## config.mk

```make
export PLATFORM = sky130hd
export DESIGN_NAME = fwft_bram_fifo_flat
export DESIGN_NICKNAME = d
export VERILOG_FILES = /design/src/rtl/fwft_bram_fifo_if.sv /design/src/rtl/fwft_bram_fifo.sv /design/src/flat_wrapper.sv
export SDC_FILE = /design/constraint.sdc
export NUM_CORES = 1
export LEC_CHECK = 0
export CAP_MARGIN = 20
export CORE_MARGIN = 4
export CORE_UTILIZATION = 44
export DETAILED_ROUTE_END_ITERATION = 6
export PLACE_DENSITY = 0.78
export SLEW_MARGIN = 10
export SYNTH_ARGS = -nofsm -noshare
export SYNTH_HDL_FRONTEND = slang
export SYNTH_SLANG_ARGS = --single-unit
```

## constraint.sdc

```tcl
create_clock -name clk_i -period 1.75 [get_ports clk_i]
set_input_delay 0.35 -clock clk_i [delete_from_list [all_inputs] [get_ports clk_i]]
set_output_delay 0.35 -clock clk_i [all_outputs]
set_load 0.02 [all_outputs]
```

## src/rtl/fwft_bram_fifo_if.sv

```systemverilog
// rtl/fwft_bram_fifo_if.sv - push/pop handshake bundle for the FWFT write-queue FIFO
interface fwft_bram_fifo_if #(
    parameter int WIDTH = 8,
    parameter int DEPTH = 2
);
    localparam int AW = $clog2(DEPTH);

    logic             push_i;
    logic [WIDTH-1:0] data_i;
    logic             full_o;
    logic             pop_i;
    logic [WIDTH-1:0] data_o;
    logic             empty_o;
    logic [AW:0]      usage_o;

    modport master (
        output push_i, data_i, pop_i,
        input  full_o, data_o, empty_o, usage_o
    );

    modport slave (
        input  push_i, data_i, pop_i,
        output full_o, data_o, empty_o, usage_o
    );
endinterface

```

## src/rtl/fwft_bram_fifo.sv

```systemverilog
// rtl/fwft_bram_fifo.sv - single-clock first-word-fall-through FIFO over a dual-port array
module fwft_bram_fifo #(
    parameter int WIDTH = 8,
    parameter int DEPTH = 2
) (
    input  logic             clk_i,
    input  logic             rst_i,
    fwft_bram_fifo_if.slave  bus
);
    localparam int AW = $clog2(DEPTH);

    logic [WIDTH-1:0] r_mem [DEPTH];
    logic [AW-1:0]    r_wr_ptr;
    logic [AW-1:0]    r_rd_ptr;
    logic [AW:0]      r_count;

    logic w_full;
    logic w_empty;
    logic w_push_ok;
    logic w_pop_ok;

    assign w_full    = (r_count == (AW+1)'(DEPTH));
    assign w_empty   = (r_count == '0);
    assign w_push_ok = bus.push_i && !w_full;
    assign w_pop_ok  = bus.pop_i && !w_empty;

    assign bus.full_o  = w_full;
    assign bus.empty_o = w_empty;
    assign bus.usage_o = r_count;
    // Asynchronous read gives the head entry without a read-latency cycle.
    assign bus.data_o  = r_mem[r_rd_ptr];

    always_ff @(posedge clk_i) begin
        if (w_push_ok) begin
            r_mem[r_wr_ptr] <= bus.data_i;
        end
    end

    // DEPTH is a power of two, so AW-bit pointers wrap naturally.
    always_ff @(posedge clk_i or negedge rst_i) begin
        if (!rst_i) begin
            r_wr_ptr <= '0;
            r_rd_ptr <= '0;
            r_count  <= '0;
        end else begin
            if (w_push_ok) begin
                r_wr_ptr <= r_wr_ptr + AW'(1);
            end
            if (w_pop_ok) begin
                r_rd_ptr <= r_rd_ptr + AW'(1);
            end
            if (w_push_ok && !w_pop_ok) begin
                r_count <= r_count + (AW+1)'(1);
            end else if (w_pop_ok && !w_push_ok) begin
                r_count <= r_count - (AW+1)'(1);
            end
        end
    end
endmodule

```

## src/flat_wrapper.sv

```systemverilog
// flat-port wrapper written by rule: the top's interface ports become plain ports
module fwft_bram_fifo_flat 
#(
    parameter int WIDTH = 8,
    parameter int DEPTH = 2
)
  (clk_i, rst_i, bus_push_i, bus_data_i, bus_pop_i, bus_full_o, bus_data_o, bus_empty_o, bus_usage_o);
  fwft_bram_fifo_if #(.WIDTH(WIDTH), .DEPTH(DEPTH)) bus_i ();
  input  logic clk_i;
  input  logic rst_i;
  input wire logic [$bits(bus_i.push_i)-1:0] bus_push_i;
  input wire logic [$bits(bus_i.data_i)-1:0] bus_data_i;
  input wire logic [$bits(bus_i.pop_i)-1:0] bus_pop_i;
  output wire logic [$bits(bus_i.full_o)-1:0] bus_full_o;
  output wire logic [$bits(bus_i.data_o)-1:0] bus_data_o;
  output wire logic [$bits(bus_i.empty_o)-1:0] bus_empty_o;
  output wire logic [$bits(bus_i.usage_o)-1:0] bus_usage_o;
  assign bus_i.push_i = bus_push_i;
  assign bus_i.data_i = bus_data_i;
  assign bus_i.pop_i = bus_pop_i;
  assign bus_full_o = bus_i.full_o;
  assign bus_data_o = bus_i.data_o;
  assign bus_empty_o = bus_i.empty_o;
  assign bus_usage_o = bus_i.usage_o;
  fwft_bram_fifo #(.WIDTH(WIDTH), .DEPTH(DEPTH)) u_core (.clk_i(clk_i), .rst_i(rst_i), .bus(bus_i));
endmodule
```

Word level (Yosys, flattened, before mapping)
Memories as Yosys holds them, arrays and structs flattened.
Index checks and enable logic that the tools add are counted.
{"block": "totals", "latchBits": 0, "out_inout_bits": 12, "word_cells": 23, "ff_bits": 4, "input_bits": 12, "romBits": 0, "memories": 1, "mem_bits_rw": 16}
{"memory": "u_core.r_mem", "words": 2, "word_bits": 8, "rd": 1, "rd_clocked_by_memory_dff": 0, "write_ports": 1, "line": "fwft_bram_fifo.sv:12", "rtl": "logic [WIDTH-1:0] r_mem [DEPTH];"}
{"block": "op_classes", "bitwise_logic": 0, "order_cmp": 0, "n_mux": 4, "n_eq_ne": 1, "n_reduce_logical": 10, "multipliers": 0, "addsub": 4, "n_div": 0, "n_shift": 0}
{"cell": "$logic_and A1 B1 Y1", "count": 4}
{"cell": "$logic_not A1 Y1", "count": 4}
{"cell": "$mux W2", "count": 2}
{"cell": "$add A1 B1 Y1 const B", "count": 2}
{"cell": "$add A2 B1 Y2 const B", "count": 1}
{"cell": "$eq A2 B2 Y1 const B", "count": 1}
{"cell": "$logic_not A2 Y1", "count": 1}
{"cell": "$mux W1", "count": 2}
{"cell": "$reduce_bool A2 Y1", "count": 1}
{"cell": "$sub A2 B1 Y2 const B", "count": 1}

Longest topological paths before layout
Gate-level depths: netlist (run 1).
{"block": "logic_depth", "ltp_word": 7, "depth_mapped": 7, "depth_no_buf": 7}

Worst setup path before layout (run 1)
OpenSTA, ideal clock, no wires.
{"block": "synth_timing", "path_kind": "register to register", "start": "reg u_core.r_count[0] (netlist: u_core.bus.usage_o[0])", "end": "mem u_core.r_mem[0][0], enable pin", "stages_incl_launch_ff": 4, "n_path_buf": 0, "setup_time_ns": 0.370, "synth_period_minus_slack_ns": 1.543, "path_slack_ns": 0.207, "arrival_ns": 1.173, "required_ns": 1.380, "path_cell_list": "dfrtp_1 -> nand2b_1 -> nand2_2 -> nor2_1"}
{"block": "synth_via", "elab_chain_len": 5}
{"element": "start: declaration", "line": "fwft_bram_fifo.sv:15", "rtl": "logic [AW:0] r_count;"}
{"element": "start signal: assignment", "line": "fwft_bram_fifo.sv:53", "rtl": "r_count <= r_count + (AW+1)'(1);"}
{"element": "start signal: assignment", "line": "fwft_bram_fifo.sv:55", "rtl": "r_count <= r_count - (AW+1)'(1);"}
{"element": "$eq A2 B2 Y1", "line": "fwft_bram_fifo.sv:22", "rtl": "assign w_full = (r_count == (AW+1)'(DEPTH));"}
{"element": "$logic_not A1 Y1", "line": "fwft_bram_fifo.sv:24", "rtl": "assign w_push_ok = bus.push_i && !w_full;"}
{"element": "$logic_and A1 B1 Y1", "line": "fwft_bram_fifo.sv:24"}
{"element": "$mux W1", "line": "fwft_bram_fifo.sv:34", "rtl": "if (w_push_ok) begin"}
{"element": "$mux W1 (implied by the code)", "line": "fwft_bram_fifo.sv:35", "rtl": "r_mem[r_wr_ptr] <= bus.data_i;"}
{"element": "end: declaration", "line": "fwft_bram_fifo.sv:12"}
Every way passes these cells.

Worst setup path in the final report (run 1)
{"block": "layout_timing", "start": "reg u_core.r_rd_ptr", "end": "out bus_data_o[2]"}
{"block": "layout_via", "elab_chain_len": 1}
{"element": "start: declaration", "line": "fwft_bram_fifo.sv:14", "rtl": "logic [AW-1:0] r_rd_ptr;"}
{"element": "start signal: assignment", "line": "fwft_bram_fifo.sv:50", "rtl": "r_rd_ptr <= r_rd_ptr + AW'(1);"}
{"element": "$mem_v2 Z2 W8"}
{"element": "end: declaration", "line": "flat_wrapper.sv:15", "rtl": "output wire logic [$bits(bus_i.data_o)-1:0] bus_data_o;"}
Every way passes these cells.

==> results of run 1 <==
[final cells by class]
cell class	count	share of cell area (%)
Inverter	2	0.693
Sequential cell	20	53.7
Clock buffer	4	2.42
Multi-Input combinational cell	21	17.4
Tap cell	24	2.77
Timing Repair Buffer	28	23.0
[cells by family after synthesis]
| logic type | share of synthesized area, % |
|---|---|
| flip-flops | 74.2 |
| AO/OA/AOI/OAI | 0.639 |
| AND/OR/NAND/NOR | 3.84 |
| buffers and inverters | 1.60 |
| XOR/XNOR | 6.56 |
| multiplexers | 11.5 |
| adder cells (fa/ha/maj) | 1.60 |
[through the flow]
step	TNS, ps	setup slack (ps)	hold slack, ps	instance area [um^2]
2_1_floorplan	0	207	54.4	782
6_report	0	54.2	248	1080
5_1_grt	0	6.73	241	1080
3_3_place_gp	-308	-49.2	504	1060
3_5_place_dp	-389	-62.2	521	1060
4_1_cts	0	18.8	251	1080
[flip-flops by register name, summed over array words and instances, names as in the netlist]
name	cells
u_core.r_mem	16
u_core.bus.usage_o	2
u_core.r_rd_ptr	1
u_core.r_wr_ptr	1
[metal layers]
metal	share of wire (%)	up-vias	global-route usage (%)
met4	1.7	0	5.53
met2	55	13	21.7
met5	0	-	0
met1	39	223	15.7
met3	4.7	2	2.96
li1	-	220	-
[how the worst max path moves through the flow]
stage / from / end / slack [ps]
6_report: u_core.r_rd_ptr / bus_data_o[2] / 50
5_1_grt: u_core.r_rd_ptr / bus_data_o[1] / 7
3_3_place_gp: u_core.r_rd_ptr / bus_data_o[3] / -50
2_1_floorplan: u_core.bus.usage_o[0] / u_core.r_mem[0][0] / 210
3_5_place_dp: u_core.r_rd_ptr / bus_data_o[5] / -60
4_1_cts: u_core.r_rd_ptr / bus_data_o[5] / 20
[power by group through the flow]
stage	sequential [uW]	clock [uW]	combinational (uW)
6_report	740	215	845
4_1_cts	739	220	842
3_5_place_dp	773	0	842
5_1_grt	754	243	913
3_3_place_gp	767	0	814
2_1_floorplan	761	0	458
[cells in the final DEF (no fill, tap or decap), types with 3 or more instances in the layout]
cell             synthesis  routed
buf_4                    0       4
clkdlybuf4s50_1          0      12
dfrtp_1                  4       3
dlygate4sd2_1            0       3
edfxtp_1                16      16
clkbuf_4                 0       3
buf_2                    1       6
nor2_1                   3       3
mux2_1                   6       6
[timing repair]
action,4_1_cts,5_1_grt
buffers inserted,2,0
setup endpoints to repair,11,4
resized for setup,35,7
hold buffers,0,0
==> run_results.csv, run 1 <==
group,metric,value,unit
critical_path,worstRegToRegCells,6,
global_route,antenna_found_initial,0,
drt,wl_per_cell,14.0,um
floorplan,die_w,50.2,um
final_layout,fin_util,68.0,%
drt,num_vias,458,
final_layout,stdcell_count,99,
logic_synthesis,ys_seq_area_share,74.2,%
critical_path,critPathMaxStageDelay,440,ps
logic_synthesis,synthTopCellsByArea,"edfxtp_1 (61%), dfrtp_1 (13%), mux2_1 (8.6%)",
drt,wirelength,1.38,mm
floorplan,io_pins,24,
final_layout,multiInputGateArea,189,um^2
clock_network,clk_pin_slew,110,ps
drt,drc,0,
clock_network,clock_path_buffers,2,
global_route,grtUsageTotal,12.9,%
global_route,grt_pass1_vias,510,
logic_synthesis,synth-seq-cells,20,
sta,fmax,590,MHz
drt,drt_first_iter_violations,6,
critical_path,reg2reg_from,"u_core.bus.usage_o[0]",
pwr,power.switching,629,uW
placed_design,io_buffers,23,
critical_path,rrSetupSlack,310,ps
critical_path,startpoint_type,"flip-flop",
sta,finalClockSkew,9.84,ps
final_layout,num_antenna_cells,0,
logic_synthesis,syn_avg_cell_area,17.8,um^2
critical_path,critPathRequiredTime,1400,ps
logic_synthesis,syn-num-nets,57,
logic_synthesis,yosys_warnings,0,
logic_synthesis,synthTopCellsByCount,"edfxtp_1 (16), mux2_1 (6), dfrtp_1 (4), nor2_1 (3)",
outcome,outcome,"complete, no violations",
final_layout,areaGrowthSynthToFinish,38.6,%
logic_synthesis,synth_area,782,um^2
clock_network,cts-buffers-inserted,3,
global_route,grt.overflow.total,0,
pwr,p_leak,0.000434,uW
placed_design,hpwl,1.04,mm
logic_synthesis,synth.top_cell.area_share,61.4,%
pwr,pwr-share-comb,46.9,%
sta,tightest_slew,382,ps
final_layout,finalNetCount,89,
final_layout,fillers,128,
final_layout,drive_above_1_share,28.0,%
sta,drv_slew,0,
sta,timing.final.crit_period,1700,ps
critical_path,path_buf_inv,2,
clock_network,cts_root_buffer,"clkbuf_4",
critical_path,critical_path.max_fanout,4,
placed_design,place.gp.congestion,0.696,
global_route,grt_max_degree,12,
pwr,p_seq_share,41.1,%
pwr,ir_drop,0.987,mV
sta,slew_headroom,74.6,%
pwr,p_sw_share,34.9,%
logic_synthesis,synth_flop_cell,"edfxtp_1",
logic_synthesis,synth.most_common_cell,"edfxtp_1",
placed_design,place_inst,93,
sta,rsz0062_at_grt,"no",
logic_synthesis,synth_top_area_cell,"edfxtp_1",
sta,finalCritPeriodShare,96.9,%
critical_path,worstSetupPathType,"reg -> out",
logic_synthesis,synth_cell_type_count,15,
logic_synthesis,syn_inst,44,
global_route,grt_pass1_wl,2.39,mm
pwr,internal_power,1170,uW
drt,drtAntennaViolNets,0,
sta,setup_viol,0,
floorplan,num_rows,14,
clock_network,htree_levels,1,
logic_synthesis,async_flop_share,20.0,%
hold_path,min_path_type,"in -> async",
logic_synthesis,synth_enable_flop_cells,16,
sta,finalHoldViolations,0,
final_layout,seq_area,582,um^2
critical_path,cp_slowest_cell,"dfrtp_2",
floorplan,start_util,49.1,%
job,drv_cap,0,
drt,drt-vias-per-instance,4.63,
floorplan,chipHeight,50.2,um
pwr,p_per_area,1660,nW/um^2
clock_network,tritoncts,"done",
critical_path,worstPathCellList,"buf_4, mux2_1, buf_6",
critical_path,cp.depth,3,
floorplan,fp.coreArea,1590,um^2
drt,drt_pass1_iterations,3,
clock_network,clock-sinks,20,
clock_network,clkLatencyLatePin,290,ps
critical_path,arrival,1350,ps
critical_path,timing.rr.end,"u_core.bus.usage_o[1]",
pwr,power.total,1800,uW
critical_path,critPathTopFamily,"flip-flops",
pwr,clkPwrFrac,12.0,%
floorplan,dieArea,2520,um^2
critical_path,crit_path_end_kind,"output port",
Note: power is estimated with default switching activity, not from simulation.
==> inputs of run 2 (changes only) <==
--- a/config.mk
+++ b/config.mk
@@ -6,8 +6,11 @@
 export NUM_CORES = 1
 export LEC_CHECK = 0
 export CAP_MARGIN = 20
+export CELL_PAD_IN_SITES_DETAIL_PLACEMENT = 0
+export CELL_PAD_IN_SITES_GLOBAL_PLACEMENT = 1
+export CORE_ASPECT_RATIO = 0.6
 export CORE_MARGIN = 4
-export CORE_UTILIZATION = 44
+export CORE_UTILIZATION = 36
 export DETAILED_ROUTE_END_ITERATION = 6
 export PLACE_DENSITY = 0.78
 export SLEW_MARGIN = 10
==> run 2 against run 1 <==
Net effect: maximum frequency hardly changed; first-iteration DRC count grew to 5.7 times the previous value; global-route usage is 2.6 points lower; utilization is 11 points lower; setup slack better by 1.4 ps; non-clock buffer count is 2 higher; power is 7.8% higher; critical path type unchanged; largest power group unchanged.
==> run_results.csv, run 2 (synthesized netlist as in run 1, its figures left out) <==
group,metric,value,unit
critical_path,crit_path_end_kind,"output port",
critical_path,rrSetupSlack,350,ps
sta,setup_viol,0,
final_layout,num_antenna_cells,0,
drt,wl_per_cell,13.3,um
sta,fmax,590,MHz
final_layout,layout_common_cells,"edfxtp_1 (16), clkdlybuf4s50_1 (11), buf_2 (7), buf_4 (7), mux2_1 (5)",
final_layout,multiInputGateArea,193,um^2
critical_path,critPathRequiredTime,1400,ps
global_route,grtUsageTotal,10.3,%
sta,drv_slew,0,
global_route,grt.overflow.total,0,
sta,whs,242,ps
pwr,p_sw_share,32.7,%
drt,wirelength,1.39,mm
drt,num_vias,472,
placed_design,place.gp.congestion,0.663,
sta,timing.final.crit_period,1690,ps
placed_design,hpwl,963,um
pwr,p_seq_share,38.0,%
drt,drt_first_iter_violations,34,
sta,tightest_slew,226,ps
final_layout,drive_above_1_share,33.8,%
clock_network,tritoncts,"done",
sta,worst_slack,55.6,ps
clock_network,clkLatencyLatePin,300,ps
final_layout,finalNetCount,91,
critical_path,worstRegToRegCells,6,
pwr,power.switching,635,uW
pwr,pwr-share-comb,43.3,%
drt,drc,0,
clock_network,htree_levels,1,
clock_network,clock_path_buffers,2,
floorplan,num_rows,12,
floorplan,start_util,40.1,%
clock_network,clk_pin_slew,110,ps
placed_design,io_buffers,23,
final_layout,regMostFlops,"u_core.r_mem",
global_route,global_route.usage.met2,16.3,%
drt,drt_pass1_iterations,2,
critical_path,arrival,1340,ps
clock_network,ctsHoldBuffers,0,
global_route,gr-usage-met1,12.3,%
pwr,ir_drop,0.983,mV
final_layout,fin_util,57.3,%
final_layout,fillers,180,
sta,finalHoldViolations,0,
global_route,top_usage_layer,"met2",
clock_network,cts-buffers-inserted,3,
final_layout,largest_register_ff_count,16,
drt,drtAntennaViolNets,0,
pwr,p_leak,0.000463,uW
critical_path,worstSetupPathType,"reg -> out",
floorplan,io_pins,24,
sta,slew_headroom,84.9,%
drt,drt-vias-per-instance,4.50,
final_layout,seq_area,583,um^2
floorplan,dieArea,3010,um^2
hold_path,min_path_type,"in -> async",
critical_path,critical_path.max_fanout,4,
floorplan,chipHeight,44.1,um
global_route,grt_pass1_wl,2.17,mm
critical_path,startpoint_type,"flip-flop",
placed_design,place_ws,-74.0,ps
final_layout,areaGrowthSynthToFinish,43.0,%
pwr,internal_power,1310,uW
outcome,outcome,"complete, no violations",
global_route,grtUsageMet3,4.06,%
global_route,antenna_found_initial,0,
job,drv_cap,0,
pwr,clkPwrFrac,18.7,%
sta,rsz0062_at_grt,"yes",
clock_network,cts_root_buffer,"clkbuf_4",
sta,finalClockSkew,7.54,ps
global_route,grt_max_degree,13,
floorplan,die_w,68.2,um
floorplan,fp.coreArea,1950,um^2
pwr,p_per_area,1740,nW/um^2
global_route,grt_pass1_vias,472,
clock_network,clock-sinks,20,
sta,finalCritPeriodShare,96.8,%
final_layout,final_common_cell,"edfxtp_1",
run 2: worst max-delay path: stages, from the launching register on:
cell	delay, ps
dfrtp_2	430
buf_4	160
mux2_1	300
buf_2	160
run 2: area by class of cell:
type	instances	area share (%)
Timing Repair Buffer	30	22.1
Multi-Input combinational cell	21	17.2
Inverter	2	0.671
Sequential cell	20	52.1
Tap cell	28	3.13
Clock inverter	1	2.68
Clock buffer	3	2.01
run 2: per-stage QoR:
stage	std cells	setup TNS [ps]	area, um^2	power, uW
4_1_cts	105	0	1100	1940
6_report	105	0	1120	1940
3_5_place_dp	98	-395	1070	1620
2_1_floorplan	44	0	782	1220
5_1_grt	105	-58.6	1120	2060
3_3_place_gp	98	-414	1070	1610
run 2: timing repair:
action	in CTS	in global routing
setup endpoints to repair	12	6
gates resized for setup	38	5
setup buffers	3	0
run 2: path summary, 6_finish.rpt:
kind,startpoint,to
worst max register to register,u_core.bus.usage_o[0],u_core.bus.usage_o[1]
worst min-delay path,rst_i,u_core.bus.usage_o[1]
worst min register to register,u_core.bus.usage_o[1],u_core.bus.usage_o[1]
max in group asynchronous,rst_i,u_core.r_rd_ptr
min in group clk_i,u_core.bus.usage_o[1],u_core.bus.usage_o[1]
worst max-delay path,u_core.r_rd_ptr,bus_data_o[1]
run 2: power by group through the flow:
stage,Combinational (uW),Clock (uW),Sequential (uW)
3_3_place_gp,839,0,768
3_5_place_dp,847,0,771
4_1_cts,826,374,735
5_1_grt,908,398,752
6_report,841,362,738
2_1_floorplan,458,0,761
run 2: metal layers:
layer / vias to the layer above / wire [um]
met5: - / 0
met4: 0 / 25
met3: 4 / 70
met2: 15 / 657
met1: 227 / 638
li1: 226 / -
==> inputs of run 3 (changes only) <==
--- a/config.mk
+++ b/config.mk
@@ -9,7 +9,6 @@
 export CELL_PAD_IN_SITES_DETAIL_PLACEMENT = 0
 export CELL_PAD_IN_SITES_GLOBAL_PLACEMENT = 1
 export CORE_ASPECT_RATIO = 0.6
-export CORE_MARGIN = 4
 export CORE_UTILIZATION = 36
 export DETAILED_ROUTE_END_ITERATION = 6
 export PLACE_DENSITY = 0.78
==> run 3 against run 2 <==
Net effect: worst hold slack gained 1.9 ps; non-clock buffer count grew 1; global-route usage grew 2.3 points; power grew 1.5%; sequential share of layout area shrank 0.80 points; combinational power grew 3.1%; sequential cell count is the same; clock-buffer cell count is the same; critical path depth is the same; die area shrank 21%; largest power group unchanged.
==> run_results.csv, run 3 (synthesized netlist as in run 1, its figures left out) <==
group,metric,value,unit
drt,num_vias,459,
placed_design,hpwl,922,um
clock_network,cts_root_buffer,"clkbuf_4",
sta,rsz0062_at_grt,"yes",
critical_path,worstSetupPathType,"reg -> out",
pwr,p_per_area,1740,nW/um^2
pwr,p_leak,0.000472,uW
critical_path,worstRegToRegCells,6,
clock_network,clock-sinks,20,
clock_network,ctsHoldBuffers,0,
global_route,antenna_found_initial,0,
critical_path,startpoint,"u_core.r_rd_ptr",
floorplan,chipHeight,38.1,um
pwr,ir_drop,0.925,mV
global_route,grt_pass1_vias,453,
global_route,grt.overflow.total,0,
critical_path,critPathRequiredTime,1400,ps
floorplan,die_w,62.2,um
critical_path,reg2reg_from,"u_core.bus.usage_o[0]",
clock_network,clkLatencyLatePin,290,ps
placed_design,place.gp.congestion,0.702,
critical_path,startpoint_type,"flip-flop",
final_layout,regMostFlops,"u_core.r_mem",
critical_path,arrival,1340,ps
sta,finalCritPeriodShare,96.6,%
drt,drc,0,
sta,finalHoldViolations,0,
global_route,grtUsageTotal,12.5,%
floorplan,io_pins,24,
outcome,outcome,"complete, no violations",
sta,slew_headroom,84.5,%
final_layout,layout_common_cells,"edfxtp_1 (16), clkdlybuf4s50_1 (11), buf_4 (9)",
drt,drt_pass1_iterations,4,
drt,drtAntennaViolNets,0,
sta,finalClockSkew,4.40,ps
floorplan,num_rows,12,
critical_path,crit_path_end_kind,"output port",
final_layout,final_common_cell,"edfxtp_1",
floorplan,start_util,40.4,%
drt,drt_first_iter_violations,3,
sta,whs,244,ps
sta,tightest_slew,231,ps
final_layout,areaGrowthSynthToFinish,45.0,%
final_layout,fillers,164,
job,drv_cap,0,
critical_path,timing.rr.end,"u_core.bus.usage_o[1]",
floorplan,fp.coreArea,1940,um^2
clock_network,clk_pin_slew,100,ps
final_layout,largest_register_ff_count,16,
final_layout,num_antenna_cells,0,
floorplan,dieArea,2370,um^2
sta,setup_viol,0,
sta,drv_slew,0,
final_layout,finalNetCount,92,
final_layout,drive_above_1_share,35.9,%
global_route,grt_pass1_wl,2.05,mm
clock_network,clock_path_buffers,2,
sta,timing.final.crit_period,1690,ps
placed_design,io_buffers,23,
clock_network,tritoncts,"done",
clock_network,htree_levels,1,
critical_path,critical_path.max_fanout,4,
global_route,grt_max_degree,13,
final_layout,fin_util,58.5,%
drt,wl_per_cell,12.1,um
critical_path,rrSetupSlack,320,ps
drt,drt-vias-per-instance,4.33,
hold_path,min_path_type,"in -> async",
clock_network,cts-buffers-inserted,3,
drt,wirelength,1.28,mm
sta,fmax,591,MHz
==> run 3: worst max-delay path by stage <==
stage,cells after the start,end,slack (ps)
finish,3,bus_data_o[3],60
global route,3,bus_data_o[2],-4
CTS,1,bus_usage_o[1],6
detailed placement,2,bus_data_o[7],-80
global placement,2,bus_data_o[0],-60
floorplan,3,u_core.r_mem[0][0],210
==> run 3: per-layer routing <==
layer	up-vias	global-route usage (%)	share of wire (%)
met5	-	0	0
met4	0	3.49	0
met3	0	5.36	5.7
met2	16	22.3	51
met1	214	14.3	43
li1	229	-	-
==> run 3: critical path, stage by stage, from the launching register on <==
cell and delay [ps]:
dfrtp_2 430, buf_4 160, mux2_1 300, buf_2 160
==> run 3: layout make-up <==
cell class,instances,area (um^2),share of cell area [%]
repair buffers,31,264,23.3
flip-flops and latches,20,582,51.3
clock inverters,1,30.0,2.65
well taps,28,35.0,3.09
inverters,2,7.51,0.662
multi-input cells,21,193,17.0
clock buffers,3,22.5,1.99
==> run 3: through the flow <==
stage / instances / power [uW] / TNS, ps / setup slack [ps] / cell area (um^2)
floorplan: 44 / 1220 / 0 / 207 / 782
global placement: 99 / 1610 / -381 / -57.6 / 1080
detailed placement: 99 / 1630 / -476 / -81.1 / 1080
CTS: 106 / 1940 / 0 / 5.94 / 1110
global route: 106 / 2080 / -5.37 / -3.71 / 1130
finish: 106 / 1970 / 0 / 59.0 / 1130
==> run 3: what timing repair did <==
item,CTS,global route
setup buffers,3,0
hold endpoints to repair,0,0
resized for setup,35,11
pin swaps,0,0
setup endpoints to repair,11,8
==> run 3: where the power goes <==
part           total [uW]  switching (uW)  internal [uW]
combinational         867             429            438
sequential            738            70.9            667
clock                 364             133            231
